[config.mk]
export PLATFORM = sky130hd
export DESIGN_NAME = seq_mult_unit
export DESIGN_NICKNAME = d
export VERILOG_FILES = /design/src/rtl/seq_mult_unit.sv
export SDC_FILE = /design/constraint.sdc
export NUM_CORES = 1
export LEC_CHECK = 0
export BUFFER_PORTS_ARGS = -buffer_cell sky130_fd_sc_hd__buf_2
export CAP_MARGIN = 15
export CORE_MARGIN = 2
export CORE_UTILIZATION = 59
export CTS_BUF_LIST = sky130_fd_sc_hd__clkbuf_8
export DETAILED_ROUTE_END_ITERATION = 12
export GPL_TIMING_DRIVEN = 1
export HOLD_SLACK_MARGIN = 0.15
export PLACE_DENSITY = 0.81
export SETUP_SLACK_MARGIN = 0.15
export SYNTH_ARGS = -nofsm -noshare
export SYNTH_HDL_FRONTEND = slang
export SYNTH_SLANG_ARGS = --single-unit
[constraint.sdc]
create_clock -name clk -period 2.8 [get_ports clk]
set_input_delay 0.42 -clock clk [delete_from_list [all_inputs] [get_ports clk]]
set_output_delay 0.42 -clock clk [all_outputs]
set_load 0.05 [all_outputs]
[src/rtl/seq_mult_unit.sv]
// Sequential WIDTH x WIDTH unsigned shift-add multiplier feeding the Hi/Lo unit via MulAns/op_out/done.
// Optional early termination on a drained multiplier: define SEQ_MULT_EARLY_TERM_EN.
module seq_mult_unit #(
  parameter int          WIDTH = 32,
  parameter logic [5:0]  MULTU = 6'd1,
  parameter logic [5:0]  MADDU = 6'd28
) (
  input  logic                 clk,
  input  logic                 rst,
  input  logic                 start,
  input  logic [5:0]           op,
  input  logic [WIDTH-1:0]     a,
  input  logic [WIDTH-1:0]     b,
  output logic                 busy,
  output logic                 done,
  output logic [2*WIDTH-1:0]   MulAns,
  output logic [5:0]           op_out
);

  localparam int CNT_W = $clog2(WIDTH) + 1;

  typedef enum logic [1:0] {IDLE, CALC, DONE} state_t;

  state_t               state, stateNext;
  logic [WIDTH-1:0]     mcand, mplier;
  logic [2*WIDTH-1:0]   acc, accStep, accFinal;
  logic [CNT_W-1:0]     cnt;
  logic [5:0]           opReg;
  logic                 opValid, lastStep;

  // One multiply step: conditional add into the upper half, then shift {carry,acc} right by one.
  function automatic logic [2*WIDTH-1:0] shiftAddStep(
    input logic [2*WIDTH-1:0] accIn,
    input logic [WIDTH-1:0]   addend,
    input logic               addEn
  );
    logic [WIDTH:0] upper;
    upper = {1'b0, accIn[2*WIDTH-1:WIDTH]} + (addEn ? {1'b0, addend} : {(WIDTH+1){1'b0}});
    return {upper, accIn[WIDTH-1:1]};
  endfunction

  assign opValid = (op == MULTU) || (op == MADDU);
  assign busy    = (state != IDLE);
  assign done    = (state == DONE);

  always_comb begin
    accStep = shiftAddStep(acc, mcand, mplier[0]);
`ifdef SEQ_MULT_EARLY_TERM_EN
    // Once no multiplier bits remain, skip the remaining pure shifts in one go.
    lastStep = (cnt == CNT_W'(WIDTH - 1)) || (mplier[WIDTH-1:1] == '0);
    accFinal = accStep >> (CNT_W'(WIDTH - 1) - cnt);
`else
    lastStep = (cnt == CNT_W'(WIDTH - 1));
    accFinal = accStep;
`endif
  end

  always_comb begin
    stateNext = state;
    case (state)
      IDLE:    if (start && opValid) stateNext = CALC;
      CALC:    if (lastStep) stateNext = DONE;
      DONE:    stateNext = IDLE;
      default: stateNext = IDLE;
    endcase
  end

  always_ff @(posedge clk or negedge rst) begin
    if (!rst) state <= IDLE;
    else      state <= stateNext;
  end

  always_ff @(posedge clk or negedge rst) begin
    if (!rst) begin
      mcand  <= '0;
      mplier <= '0;
      acc    <= '0;
      cnt    <= '0;
      opReg  <= '0;
      MulAns <= '0;
      op_out <= '0;
    end else begin
      case (state)
        IDLE: begin
          if (start && opValid) begin
            mcand  <= a;
            mplier <= b;
            opReg  <= op;
            acc    <= '0;
            cnt    <= '0;
          end
        end
        CALC: begin
          acc    <= accStep;
          mplier <= mplier >> 1;
          cnt    <= cnt + 1'b1;
          // Outputs only move here, so downstream can sample them at any time.
          if (lastStep) begin
            MulAns <= accFinal;
            op_out <= opReg;
          end
        end
        default: ;
      endcase
    end
  end

endmodule

==> impl_metrics.ini, run 1 <==
[status]
status = completed

[die]
start_util_pct = 60.3
core-area_um2 = 16500
die_height_um = 134
dieArea_um2 = 18000
fp.dieW_um = 134
ios = 145
rows = 47

[clocking]
cts.clk_slew.worst_paths_ns = 0.06
cts_buffer_depth = 3
cts_tree = yes
cts_buffers = 36
ctsHtreeMaxLevel = 2
clock-sinks = 211
root_buffer = clkbuf_8
clk_latency_ns = 0.53

[synth]
yosys-top-cells-area = dfrtp_1, nand2_1, mux2_2
yosysMostFrequentCell = dfrtp_1
yosysSeqAreaShare_pct = 53.0
yosys_register_bits = 211
syn_avg_cell_area_um2 = 10.1
synthFlopType = dfrtp_1
yosysWarnings = 0
synthTopCellsByCount = dfrtp_1, nand2_1, nor2_1
synth.net_count = 1094
synth_edf_count = 0
async_flop_share_pct = 100
synth_area_um2 = 9970
synthDistinctLibCells = 55
yosys.area.top_type = dfrtp_1
synth_cells = 987
yosys.area.top_type_share_pct = 53.0

[routing]
drtPass1Iterations = 5
via_per_inst = 5.81
ant_nets = 0
wire_per_inst_um = 17.5
drtIter0Drc = 705
wl_um = 25700
remaining_drc_errors = 0
vias = 8527

[placed_design]
place.gp.congestion = 0.906
dp_hpwl_um = 15500
io_buffer_count = 144
dp_slack_ns = -0.168

[power]
irDropWorstVdd_v = 0.000541
leakagePower_nw = 6.61
p_per_area_nw_per_um2 = 595

[worst_setup_path]
critical_path.max_stage_delay_ns = 0.48
worstPathRequired_ns = 3.21
worstPathArrival_ns = 3.18
crit_chain = buf_6 -> and2_1 -> ha_4 -> o21ai_1 -> a21oi_2 -> nand4_1 -> a21boi_1 -> o31ai_1 -> buf_4 -> xnor2_1 -> mux2_2
worstSetupStartpointType = flop
critPathKind = flop to flop
crit_fanout = 6
slowest_stage = dfrtp_2
end_kind = flop

[timing]
setup_viol = 0
rsz0062_at_grt = true
slew_viol_final = 0
fin_ws_ns = 0.0314
finalCritPeriodShare_pct = 98.9
clock_skew_ns = 0.00902
period_needed_ns = 2.77
hold_violations = 0
fmax_mhz = 361
relSlewSlack_pct = 48.5
max_slew.worst_pin.slew_ns = 0.772

[global_routing]
grt_pass1_vias = 8346
antenna_found_initial = 0
grt_max_degree = 70
track_usage_pct = 27.6
grt_pass1_wl_um = 40400
grt_overflow = 0

[final_layout]
fin_nets = 1329
area.growth.synth_to_final_pct = 29.2
drive_gt1_share_pct = 29.4
antenna_cells = 0
fin_util_pct = 77.9

[job]
max_cap_viol_count = 0

[worst_hold_path]
min_path_type = input pin to flop
-- report_power, final --
group	internal, mW	switching [mW]
Clock	1.52	1.24
Sequential	3.39	0.235
Combinational	0.592	0.684
Total	5.50	2.16
-- area by class of cell --
type / count / area (um^2)
sequential: 211 / 5280
multi-input combinational: 707 / 4820
fill: 1043 / 3650
timing repair buffer: 254 / 1730
clock buffer: 44 / 606
tap: 220 / 275
clock inverter: 19 / 115
inverter: 12 / 45.0
-- critical path: cells and delay by family (launching register included) --
kind            cells  cell delay, ns
xor+xnor            1            0.13
mux                 1            0.27
simple gates        2            0.39
flops               1            0.48
fa+ha+maj           1            0.30
compound gates      4            0.74
buf+inv             2            0.33
-- through the flow --
step | std cells | total power, mW | hold WS, ns | cell area (um^2) | TNS (ns)
2_1_floorplan | 987 | 4.32 | 0.124 | 9970 | 0
3_3_place_gp | 1340 | 4.68 | 0.444 | 11200 | -0.494
3_5_place_dp | 1340 | 4.73 | 0.447 | 11200 | -3.46
4_1_cts | 1457 | 7.60 | 0.150 | 12500 | 0
5_1_grt | 1467 | 8.04 | 0.163 | 12900 | -0.0638
6_report | 1467 | 7.66 | 0.170 | 12900 | 0
-- path summary, 6_finish.rpt --
kind,startpoint,to,slack (ns),cells after the start
max in group asynchronous,rst,acc[24]$_DFFE_PN0P_,1.54,3
min in group asynchronous,rst,MulAns[42]$_DFFE_PN0P_,0.44,2
worst max register to register,mplier[0]$_DFFE_PN0P_,MulAns[52]$_DFFE_PN0P_,0.03,11
worst min-delay path,b[31],mplier[31]$_DFFE_PN0P_,0.17,3
worst max-delay path,mplier[0]$_DFFE_PN0P_,MulAns[52]$_DFFE_PN0P_,0.03,11
worst min register to register,MulAns[10]$_DFFE_PN0P_,MulAns[10]$_DFFE_PN0P_,0.46,2
-- registers in the layout (all words and copies together), names as in the netlist --
| register | count |
|---|---|
| mcand | 32 |
| op_out | 6 |
| MulAns | 64 |
| state | 2 |
| acc | 63 |
| opReg | 6 |
| cnt | 6 |
| mplier | 32 |
-- metal layers --
| metal | track usage [%] | share of wire, % |
|---|---|---|
| met5 | 0 | 0 |
| met4 | 7.86 | 2.1 |
| met3 | 4.84 | 6.2 |
| met2 | 45.4 | 49 |
| met1 | 38.1 | 43 |
-- kinds of logic after synthesis --
| logic type | share of synthesized area [%] |
|---|---|
| AOI/OAI and AO/OA | 15.5 |
| xor gates and xnor gates | 2.28 |
| adders and majority gates | 4.34 |
| buffers and inverters | 2.76 |
| DFF | 53.0 |
| muxes | 5.62 |
| and+or+nand+nor | 16.5 |
-- layout by cell type (no fill, tap or decap), types with 3 or more instances in the layout --
cell type / count
o21a_1: 10
ha_1: 15
or3_1: 5
o211ai_1: 5
dfrtp_1: 210
a31oi_1: 3
dlygate4sd3_1: 50
buf_4: 51
buf_2: 144
clkbuf_8: 45
a21oi_1: 28
and2_4: 4
nand3_1: 12
buf_6: 5
nor2b_1: 4
xor2_1: 8
a22o_1: 54
o21ai_1: 11
mux2_2: 48
nand2_2: 3
buf_12: 3
ha_4: 16
and2_1: 33
xnor2_1: 17
nor3_1: 3
nand4_1: 19
a21o_1: 9
o22ai_1: 33
a21oi_2: 9
o21ai_0: 29
nor2_1: 81
or4_1: 4
inv_1: 25
nand2_1: 189
a22oi_1: 4
-- timing repair --
item                                    CTS  global route
cloned                                    0             2
endpoints found under the setup margin   42            32
resized for setup                        18            61
pin swaps                                 8            28
buffers inserted                          4             8
hold endpoints to repair                110             0
hold buffers                             50             0
No activity file was read; power rests on OpenSTA's default activity.
==> inputs of run 2 (changes only) <==
- ABC_AREA: not set -> 1
- CORE_UTILIZATION: 59 -> 60
- PLACE_DENSITY: 0.81 -> 0.82
==> impl_metrics.ini, run 2 <==
[synth]
async_flop_share_pct = 100
synthTopCellsByCount = nand2_1, dfrtp_1, inv_1
yosysWarnings = 0
synthMuxAreaShare_pct = 0
syn_avg_cell_area_um2 = 7.54
synth_simple_gate_area_share_pct = 28.0
yosys.area.top_type = dfrtp_1
synth_cells = 1438
synth_area_um2 = 10800
synth_compound_area_share_pct = 8.51
synth_top_family_by_area = simple AND/OR/NAND/NOR gates
synthDistinctLibCells = 36
yosys.area.top_type_share_pct = 48.7
yosys_register_bits = 211
synthXorXnorAreaFrac_pct = 1.05
synthFlopType = dfrtp_1
yosys-top-cells-area = dfrtp_1, nand2_1, inv_1
yosys.area_share.adder_pct = 4.00
yosysMostFrequentCell = nand2_1
synth_edf_count = 0
synth.net_count = 1545
yosysSeqAreaShare_pct = 48.7

[clocking]
clock-sinks = 211
cts.clk_slew.worst_paths_ns = 0.06
ctsHtreeMaxLevel = 2
cts_buffers = 36
cts_buffer_depth = 3
clk_latency_ns = 0.52
cts_tree = yes
root_buffer = clkbuf_8

[routing]
wl_um = 29000
vias = 9966
ant_nets = 0
drtPass1Iterations = 6
via_per_inst = 5.31
wire_per_inst_um = 15.4
remaining_drc_errors = 0
drtIter0Drc = 769

[global_routing]
grt_overflow = 0
grt_pass1_vias = 9787
grt_pass1_wl_um = 48200
track_usage_pct = 30.6
antenna_found_initial = 0
grt_max_degree = 80

[job]
max_cap_viol_count = 0

[power]
leakagePower_nw = 7.43
pwr-share-clk_pct = 32.5
seqPwrFrac_pct = 44.9
intPower_mw = 5.89
switching_share_pct = 32.1
irDropWorstVdd_v = 0.000490
p_per_area_nw_per_um2 = 670
comb_power_share_pct = 22.6
switching_power_mw = 2.78

[final_layout]
fin_util_pct = 72.5
design_area_um2 = 12900
multiInputGateArea_um2 = 4520
drive_gt1_share_pct = 13.4
largest_reg_flops = 64
layout_common_cells = nand2_1, inv_1, dfrtp_1
antenna_cells = 0
top_regs = MulAns x64, acc x63
final-seq-area_um2 = 5280
fin_nets = 1732
layout_commonest_cell = nand2_1
top_register = MulAns
nFillCells = 1444
area.growth.synth_to_final_pct = 19.3

[timing]
finalCritPeriodShare_pct = 85.7
hold_violations = 0
setup_viol = 0
period_needed_ns = 2.40
relSlewSlack_pct = 59.1
clock_skew_ns = 0.0124
tns_ns = 0
max_slew.worst_pin.slew_ns = 0.614
rsz0062_at_grt = false
slew_viol_final = 0
fmax_mhz = 417

[worst_setup_path]
end_kind = flop
worstPathArrival_ns = 2.77
critPathKind = flop to flop
r2r_start = mplier[0]$_DFFE_PN0P_
worstSetupStartpointType = flop
worstPathRequired_ns = 3.17
crit_fanout = 22
crit_path_start = mplier[0]$_DFFE_PN0P_

[die]
ios = 145
core-area_um2 = 17800
fp.dieW_um = 138
dieArea_um2 = 19200
rows = 49
die_height_um = 138
start_util_pct = 60.7

[status]
status = completed

[placed_design]
io_buffer_count = 144
dpl-instance-area_um2 = 11700
place.gp.congestion = 1.01
dp_hpwl_um = 19600

[worst_hold_path]
min_from = b[18]
min_path_type = input pin to flop
==> run 2: cell families after synthesis <==
family,Yosys count
and+or+nand+nor,756
AOI/OAI and AO/OA,164
DFF,211
xor gates and xnor gates,13
buffers and inverters,260
adders and majority gates,34
==> run 2: what timing repair did <==
action | in CTS | in global routing
setup buffers | 0 | 0
gates resized for setup | 0 | 4
hold endpoints to repair | 102 | 0
hold buffers | 46 | 0
setup endpoints to repair | 0 | 16
==> run 2: metal layers <==
layer  vias up  share of wire [%]  GRT usage (%)  wire, um
met5         -                  0              0         0
met4         0                2.9           10.4       851
met3        65                8.0           4.95      2310
met2       360                 45           47.7     13000
met1      4676                 44           44.0     12800
li1       4865                  -              -         -
==> run 2: worst paths after layout <==
kind                                               end  slack (ns)  cells past startpoint
worst max-delay path            MulAns[44]$_DFFE_PN0P_        0.40                     11
worst min register to register  MulAns[48]$_DFFE_PN0P_        0.47                      2
max in group asynchronous       MulAns[10]$_DFFE_PN0P_        1.60                      3
min in group asynchronous       mplier[21]$_DFFE_PN0P_        0.43                      2
worst min-delay path            mplier[18]$_DFFE_PN0P_        0.17                      3
worst max register to register  MulAns[44]$_DFFE_PN0P_        0.40                     11
==> run 2: power by group through the flow <==
| stage | clock network [mW] | registers, mW | logic (mW) |
|---|---|---|---|
| after floorplan | 0 | 3.84 | 1.36 |
| after global placement | 0 | 3.90 | 1.79 |
| after detailed placement | 0 | 3.93 | 1.86 |
| after CTS | 2.87 | 3.89 | 1.94 |
| after global routing | 2.99 | 3.95 | 2.22 |
| final | 2.81 | 3.89 | 1.96 |
==> run 2: stage by stage <==
stage               power (mW)  hold WS, ns  setup WS [ns]  instances
global placement          5.69        0.429          0.443       1770
global route              9.16        0.156          0.184       1877
detailed placement        5.79        0.433          0.371       1770
floorplan                 5.20        0.124          0.470       1438
finish                    8.67        0.165          0.401       1877
CTS                       8.69        0.150          0.329       1877
==> run 2: critical path, stage by stage (launching register included) <==
cell,delay (ns)
dfrtp_1,0.40
buf_8,0.17
nand2_1,0.08
inv_1,0.04
ha_1,0.37
or2_1,0.28
nand3_1,0.09
nand2_1,0.11
nand2_1,0.11
nand2_1,0.15
xnor2_1,0.29
o21ai_0,0.14
==> run 2: final cells by class <==
| type | count | area share [%] |
|---|---|---|
| multi-input cells | 967 | 34.9 |
| clock inverters | 22 | 1.39 |
| clock buffers | 39 | 4.15 |
| repair buffers | 205 | 10.5 |
| inverters | 204 | 5.94 |
| well taps | 229 | 2.22 |
| flip-flops and latches | 211 | 40.8 |
